[config.mk]
export PLATFORM = sky130hd
export DESIGN_NAME = dmem_arbiter
export DESIGN_NICKNAME = d
export VERILOG_FILES = /design/src/rtl/dmem_pkg.sv /design/src/rtl/dmem_prio_arb.sv /design/src/rtl/dmem_arbiter.sv
export SDC_FILE = /design/constraint.sdc
export NUM_CORES = 1
export LEC_CHECK = 0
export ABC_AREA = 1
export ABC_CLOCK_PERIOD_IN_PS = 4950
export CAP_MARGIN = 0
export CELL_PAD_IN_SITES_DETAIL_PLACEMENT = 1
export CELL_PAD_IN_SITES_GLOBAL_PLACEMENT = 1
export CORE_AREA = 2 2 208 210
export CTS_CLUSTER_SIZE = 25
export DETAILED_ROUTE_END_ITERATION = 6
export DIE_AREA = 0 0 210 212
export GPL_TIMING_DRIVEN = 1
export MAX_ROUTING_LAYER = met4
export PLACE_DENSITY_LB_ADDON = 0.3
export SYNTH_ARGS = -nofsm -noshare
export SYNTH_HDL_FRONTEND = slang
export SYNTH_SLANG_ARGS = --single-unit
[constraint.sdc]
create_clock -name clk -period 4.95 [get_ports clk]
set_input_delay 0.99 -clock clk [delete_from_list [all_inputs] [get_ports clk]]
set_output_delay 0.99 -clock clk [all_outputs]
set_load 0.01 [all_outputs]
[src/rtl/dmem_pkg.sv]
// -----------------------------------------------------------------------------
// dmem_pkg
// Shared definitions for the data-memory arbiter slice: memory geometry,
// the arbiter FSM state encoding, requester port ids, and the address-error
// status code that the memory stage uses when it maps p0_err onto m_stat.
// Ports: none (package).
// -----------------------------------------------------------------------------
package dmem_pkg;

    localparam int DEPTH        = 4096;
    localparam int ADDR_W       = 12;
    localparam int WORD_W       = 64;
    localparam int STARVE_LIMIT = 8;
    localparam int STARVE_W     = 4;

    typedef enum logic {
        IDLE = 1'b0,
        RESP = 1'b1
    } state_e;

    localparam logic PORT_PIPE = 1'b0;
    localparam logic PORT_LOAD = 1'b1;

    localparam logic [3:0] STAT_ADR = 4'b0010;

    // A word address is legal only when it indexes an existing word; there is
    // no wrap, so every upper bit above the memory index must be zero.
    function automatic logic addr_in_range(input logic [WORD_W-1:0] addr,
                                           input logic [WORD_W-1:0] depth);
        return addr < depth;
    endfunction

endpackage

[src/rtl/dmem_prio_arb.sv]
// -----------------------------------------------------------------------------
// dmem_prio_arb
// Combinational two-way priority picker. Port 0 (pipeline) normally wins;
// when the starvation guard fires and port 1 is requesting, port 1 wins.
// Nothing is granted outside the arbitration (idle) window.
// Ports:
//   p0_req, p1_req  requests from the two ports
//   starve_hit      port 1 has waited long enough to override priority
//   idle            arbitration window open (FSM idle, not in reset)
//   p0_gnt, p1_gnt  one-hot grants (both low when nothing is granted)
// -----------------------------------------------------------------------------
module dmem_prio_arb (
    input  logic p0_req,
    input  logic p1_req,
    input  logic starve_hit,
    input  logic idle,
    output logic p0_gnt,
    output logic p1_gnt
);
    import dmem_pkg::*;

    // Priority chain: starved port 1 first, then port 0, then port 1.
    // Being an if/else chain, at most one grant can ever be high.
    always_comb begin
        p0_gnt = 1'b0;
        p1_gnt = 1'b0;
        if (idle) begin
            if (starve_hit && p1_req) begin
                p1_gnt = 1'b1;
            end else if (p0_req) begin
                p0_gnt = 1'b1;
            end else if (p1_req) begin
                p1_gnt = 1'b1;
            end
        end
    end

endmodule

[src/rtl/dmem_arbiter.sv]
// -----------------------------------------------------------------------------
// dmem_arbiter
// Shares the single-port 4096 x 64 data memory between the pipeline memory
// stage (port 0, priority) and the loader/debug port (port 1). Each access is
// granted in IDLE, strobed to memory in the grant cycle when its address is
// legal, and answered in the following RESP cycle with read data or an
// address error.
// Ports:
//   clk, reset                    clock, synchronous active-high reset
//   p{0,1}_req/we/addr/wdata      request side of each port
//   p{0,1}_gnt                    combinational accept (low = stall)
//   p{0,1}_rvalid/rdata/err       response, one cycle after the grant
//   mem_en/we/addr/wdata          strobe side of the synchronous-read memory
//   mem_rdata                     memory read data, valid the cycle after a read
// -----------------------------------------------------------------------------
module dmem_arbiter #(
    parameter int DEPTH        = dmem_pkg::DEPTH,
    parameter int ADDR_W       = dmem_pkg::ADDR_W,
    parameter int STARVE_LIMIT = dmem_pkg::STARVE_LIMIT,
    parameter int STARVE_W     = dmem_pkg::STARVE_W
) (
    input  logic              clk,
    input  logic              reset,
    input  logic              p0_req,
    input  logic              p0_we,
    input  logic [63:0]       p0_addr,
    input  logic [63:0]       p0_wdata,
    output logic              p0_gnt,
    output logic              p0_rvalid,
    output logic [63:0]       p0_rdata,
    output logic              p0_err,
    input  logic              p1_req,
    input  logic              p1_we,
    input  logic [63:0]       p1_addr,
    input  logic [63:0]       p1_wdata,
    output logic              p1_gnt,
    output logic              p1_rvalid,
    output logic [63:0]       p1_rdata,
    output logic              p1_err,
    output logic              mem_en,
    output logic              mem_we,
    output logic [ADDR_W-1:0] mem_addr,
    output logic [63:0]       mem_wdata,
    input  logic [63:0]       mem_rdata
);
    import dmem_pkg::*;

    state_e              state_q, state_d;
    logic [STARVE_W-1:0] starve_q, starve_d;
    logic                winner_q, winner_d;
    logic                we_q, we_d;
    logic                inrange_q, inrange_d;
    logic                rvalid_q, rvalid_d;

    logic                idle;
    logic                starve_hit;
    logic                any_gnt;
    logic                win_we;
    logic [63:0]         win_addr;
    logic [63:0]         win_wdata;
    logic                win_in_range;
    logic                resp_live;
    logic [63:0]         resp_data;

    // Arbitration is only open in IDLE, and never while reset is held, so a
    // reset cycle can never launch a memory access.
    assign idle       = (state_q == IDLE) && !reset;
    assign starve_hit = (starve_q == STARVE_W'(STARVE_LIMIT));

    dmem_prio_arb u_prio_arb (
        .p0_req     (p0_req),
        .p1_req     (p1_req),
        .starve_hit (starve_hit),
        .idle       (idle),
        .p0_gnt     (p0_gnt),
        .p1_gnt     (p1_gnt)
    );

    // Steer the winner's request onto the memory port in the grant cycle.
    // An illegal address still wins the slot but never strobes memory.
    always_comb begin
        any_gnt      = p0_gnt || p1_gnt;
        win_we       = p1_gnt ? p1_we    : p0_we;
        win_addr     = p1_gnt ? p1_addr  : p0_addr;
        win_wdata    = p1_gnt ? p1_wdata : p0_wdata;
        win_in_range = addr_in_range(win_addr, 64'(DEPTH));
        mem_en       = any_gnt && win_in_range;
        mem_we       = mem_en && win_we;
        mem_addr     = win_addr[ADDR_W-1:0];
        mem_wdata    = win_wdata;
    end

    // Next-state logic: IDLE moves to RESP on any grant and captures who won
    // and what kind of access it was; RESP always returns to IDLE. The
    // starvation counter only moves in IDLE, so it holds across RESP.
    always_comb begin
        state_d   = state_q;
        starve_d  = starve_q;
        winner_d  = winner_q;
        we_d      = we_q;
        inrange_d = inrange_q;
        rvalid_d  = 1'b0;
        case (state_q)
            IDLE: begin
                if (p1_gnt || !p1_req) begin
                    starve_d = '0;
                end else if (!starve_hit) begin
                    starve_d = starve_q + 1'b1;
                end
                if (any_gnt) begin
                    state_d   = RESP;
                    winner_d  = p1_gnt ? PORT_LOAD : PORT_PIPE;
                    we_d      = win_we;
                    inrange_d = win_in_range;
                    rvalid_d  = 1'b1;
                end
            end
            RESP: begin
                state_d = IDLE;
            end
            default: begin
                state_d = IDLE;
            end
        endcase
    end

    // State and captured winner information, cleared synchronously on reset.
    always_ff @(posedge clk) begin
        if (reset) begin
            state_q   <= IDLE;
            starve_q  <= '0;
            winner_q  <= PORT_PIPE;
            we_q      <= 1'b0;
            inrange_q <= 1'b0;
            rvalid_q  <= 1'b0;
        end else begin
            state_q   <= state_d;
            starve_q  <= starve_d;
            winner_q  <= winner_d;
            we_q      <= we_d;
            inrange_q <= inrange_d;
            rvalid_q  <= rvalid_d;
        end
    end

    // Response routing. Read data cannot be registered at grant time because
    // the memory only presents it in the RESP cycle, so the captured winner
    // info selects it there. Reset suppresses a response that is in flight.
    always_comb begin
        resp_live = rvalid_q && !reset;
        resp_data = (we_q || !inrange_q) ? 64'd0 : mem_rdata;
        p0_rvalid = resp_live && (winner_q == PORT_PIPE);
        p1_rvalid = resp_live && (winner_q == PORT_LOAD);
        p0_rdata  = p0_rvalid ? resp_data : 64'd0;
        p1_rdata  = p1_rvalid ? resp_data : 64'd0;
        p0_err    = p0_rvalid && !inrange_q;
        p1_err    = p1_rvalid && !inrange_q;
    end

endmodule

==> flow_summary_export.csv, run 1 <==
group,metric,value,unit
cts,clock_latency,230,ps
critical_path,crit_type,"in2out",
place,place_ws,463,ps
cts,clkSinkCount,8,
logic_synthesis,syn-num-nets,964,
grt,overflow,0,
critical_path,path_buf_inv,4,
timing,clock.fmax,225,MHz
run_status,status,"completed",
timing,fin_crit_sh,89.9,%
critical_path,worstReg2RegStart,"starve_q[0]",
logic_synthesis,seq_area_frac_synth,5.59,%
floorplanning,io_pins,538,
hold_path,min_path_cells,2,
logic_synthesis,ys_ff_latch,8,
critical_path,crit_chain,"clkdlybuf4s50_1, nor3_1, inv_2, buf_4, nor3_1, clkdlybuf4s50_1",
timing,finalSetupViolCount,0,
timing,relSlewSlack,26.5,%
critical_path,crit_path_end_kind,"output pin",
drt,via_per_inst,3.54,
drt,routed_wl,28.2,mm
critical_path,ff2ff_setup_slack,3050,ps
cts,holdBufCountCts,0,
cts,h-tree-depth,1,
cts,cts_tree,"done",
timing,setup_tns,0,ps
final_layout,stdcell_count,1689,
cts,cts_setup_buffers,0,
power,ir_drop,72.2,uV
critical_path,critPathRequiredTime,3960,ps
logic_synthesis,ys_types,23,
timing,grt_setup_unrepaired,"false",
timing,tightestPinTransition,1100,ps
hold_path,hold_path.class,"reg2reg",
timing,finalHoldViolCount,0,
logic_synthesis,syn_inst,636,
cts,numCtsBuffers,3,
timing,timing.hold.ws,482,ps
flow_run,max_cap_viol_count,0,
critical_path,cp_top_family,"buffers and inverters",
floorplanning,die_area,44500,um2
critical_path,critPathMaxFanout,57,
floorplanning,core_area,42500,um2
place,dpl.cell_count,1682,
place,place_hpwl,24.5,mm
timing,clock_skew,2.65,ps
critical_path,cpPeakStageDelay,790,ps
floorplanning,die_h,212,um
drt,dr_wl_met2,14.7,mm
cts,cts_root_buf,"clkbuf_16",
drt,wire_per_inst,16.7,um
final_layout,nets,1469,
critical_path,rr_endpoint,"starve_q[3]",
cts,ctsResizeCount,0,
logic_synthesis,muxShareOfSynthArea,0,%
cts,clockBufferDepth,2,
hold_path,hold_end,"winner_q",
drt,ant_nets,0,
logic_synthesis,synth_xor_area_share,0.306,%
power,total_power,740,uW
grt,grt_max_degree,81,
timing,fin_crit,4450,ps
timing,drv_slew,0,
drt,drt_iter0_drc,249,
critical_path,cpMaxStageDelayCell,"inv_2",
floorplanning,fp.dieW,210,um
hold_path,worstHoldStart,"winner_q",
critical_path,critPathLaunchType,"primary input",
floorplanning,start_util,6.74,%
logic_synthesis,synth-compound-area-share,1.83,%
logic_synthesis,synth_fa_ha_area_share,0.873,%
power,powerDensity,83.9,nW/um2
drt,first_pass_iters,4,
power,power.leakage,3.49,nW
cts,path_clk_slew,40,ps
final_layout,drive_gt1_share,1.58,%
final_layout,syn_to_final_growth,208,%
grt,grt_use_total,12.2,%
place,io_buffer_count,537,
place,gp_congestion,0.833,
grt,grt_antenna_before_repair,6,
critical_path,arrival,3460,ps
critical_path,r2r.worst_path.cells,10,
drt,vias,5976,
drt,met1_length,10.7,mm
drt,dr.max_layer_used,"met4",
logic_synthesis,synth_top_family_by_area,"simple AND/OR/NAND/NOR gates",
floorplanning,num_rows,76,
drt,routed-wl-met3,2.60,mm
grt,grt_pass1_vias,6442,
logic_synthesis,mappedNetlistArea,2870,um2
grt,grt_pass1_wl,39.8,mm
drt,drt_drc_violations_left,0,
logic_synthesis,synth_simple_gate_area_share,70.9,%
timing,fin_ws,500,ps
logic_synthesis,yosys_warnings,0,
logic_synthesis,synth_area_per_cell,4.51,um2
==> flip-flops by register name (all words and copies together) (netlist names) <==
register   flops
inrange_q      1
starve_q       4
state_q        1
we_q           1
winner_q       1
==> logic make-up (layout without fill, tap and decap cells) <==
group	Yosys count	in the layout
AND/OR/NAND/NOR	489	489
buffers and inverters	126	629
AO/OA/AOI/OAI	10	10
flip-flops	8	8
adder cells (fa/ha/maj)	2	2
XOR/XNOR	1	1
other	0	4
==> cell usage after synthesis, drive strengths merged <==
master,count,area share (%)
ha,2,0.87
a21boi,1,0.26
nand3,4,0.70
inv,82,11
xor2,1,0.31
clkbuf,21,2.8
buf,23,7.0
and2,2,0.44
nand4,2,0.44
nor3b,1,0.26
o21ai,3,0.52
nor2,74,9.8
nand2,275,36
dfxtp,8,5.6
nor3,131,23
a21oi,6,1.0
==> layer usage <==
layer  vias to the layer above  track usage [%]
met5                         -                -
met4                         0             1.86
met3                        14             3.62
met2                       328             23.1
met1                      2681             12.7
li1                       2953                -
==> worst max-delay path by stage <==
stage,startpoint,end,slack [ps],cells after the start
after global placement,reset,p1_rdata[61],470,6
after global routing,reset,p1_rdata[59],220,6
final,reset,p1_rdata[58],500,6
after detailed placement,reset,p1_rdata[58],460,6
after floorplan,reset,p1_rdata[10],1930,5
after CTS,reset,p1_rdata[58],450,6
==> stage by stage <==
| stage | area, um2 | util, % |
|---|---|---|
| finish | 8810 | 20.7 |
| global route | 8810 | 20.7 |
| CTS | 8800 | 20.7 |
| detailed placement | 8730 | 20.5 |
| global placement | 8730 | 20.5 |
| floorplan | 2870 | - |
==> worst register-to-register path, cell delays in order (launching register included) <==
cell and delay, ps:
dfxtp_1 340, inv_1 90, ha_1 210, nand3_1 130, nand2_1 100, nand2_4 180, inv_2 100, buf_4 230
o21ai_1 160, nand2_1 110, nor3b_1 170
==> final cells by class <==
| type | count | area, um2 |
|---|---|---|
| Antenna cell | 4 | 10.0 |
| Clock buffer | 3 | 75.1 |
| Fill cell | 5242 | 33700 |
| Inverter | 82 | 308 |
| Multi-Input combinational cell | 502 | 2120 |
| Sequential cell | 8 | 160 |
| Tap cell | 546 | 683 |
| Timing Repair Buffer | 544 | 5450 |
==> report_power, final <==
group	internal (mW)	switching, mW	leakage [nW]	total (mW)
Sequential	0.0676	0.00149	0.0653	0.0691
Combinational	0.342	0.192	3.39	0.535
Clock	0.104	0.0319	0.0370	0.136
==> cell usage in the layout, fill, tap and decap left out <==
master / instances
inv_2: 4
nand2_1: 272
and2_0: 2
nand2_4: 2
a21boi_0: 1
diode_2: 4
nor3b_1: 1
ha_1: 2
buf_4: 5
clkbuf_16: 3
buf_12: 2
inv_1: 78
dfxtp_1: 8
xor2_1: 1
nor3_1: 131
clkdlybuf4s50_1: 537
nand3_1: 4
o21ai_1: 1
nand2_2: 1
a21oi_1: 6
nand4_1: 2
nor2_2: 1
nor2_1: 73
o21ai_0: 2
No activity file was read; power rests on OpenSTA's default activity.
==> run 2, diff against run 1 <==
- GPL_TIMING_DRIVEN: 1 -> default
==> results of run 2 <==
No change in the layout: final DEF, timing and power equal those of run 1.
==> run 3, diff against run 2 <==
- SETUP_SLACK_MARGIN: default -> 0.2
==> results of run 3 <==
No change in the layout: final DEF, timing and power equal those of run 1.
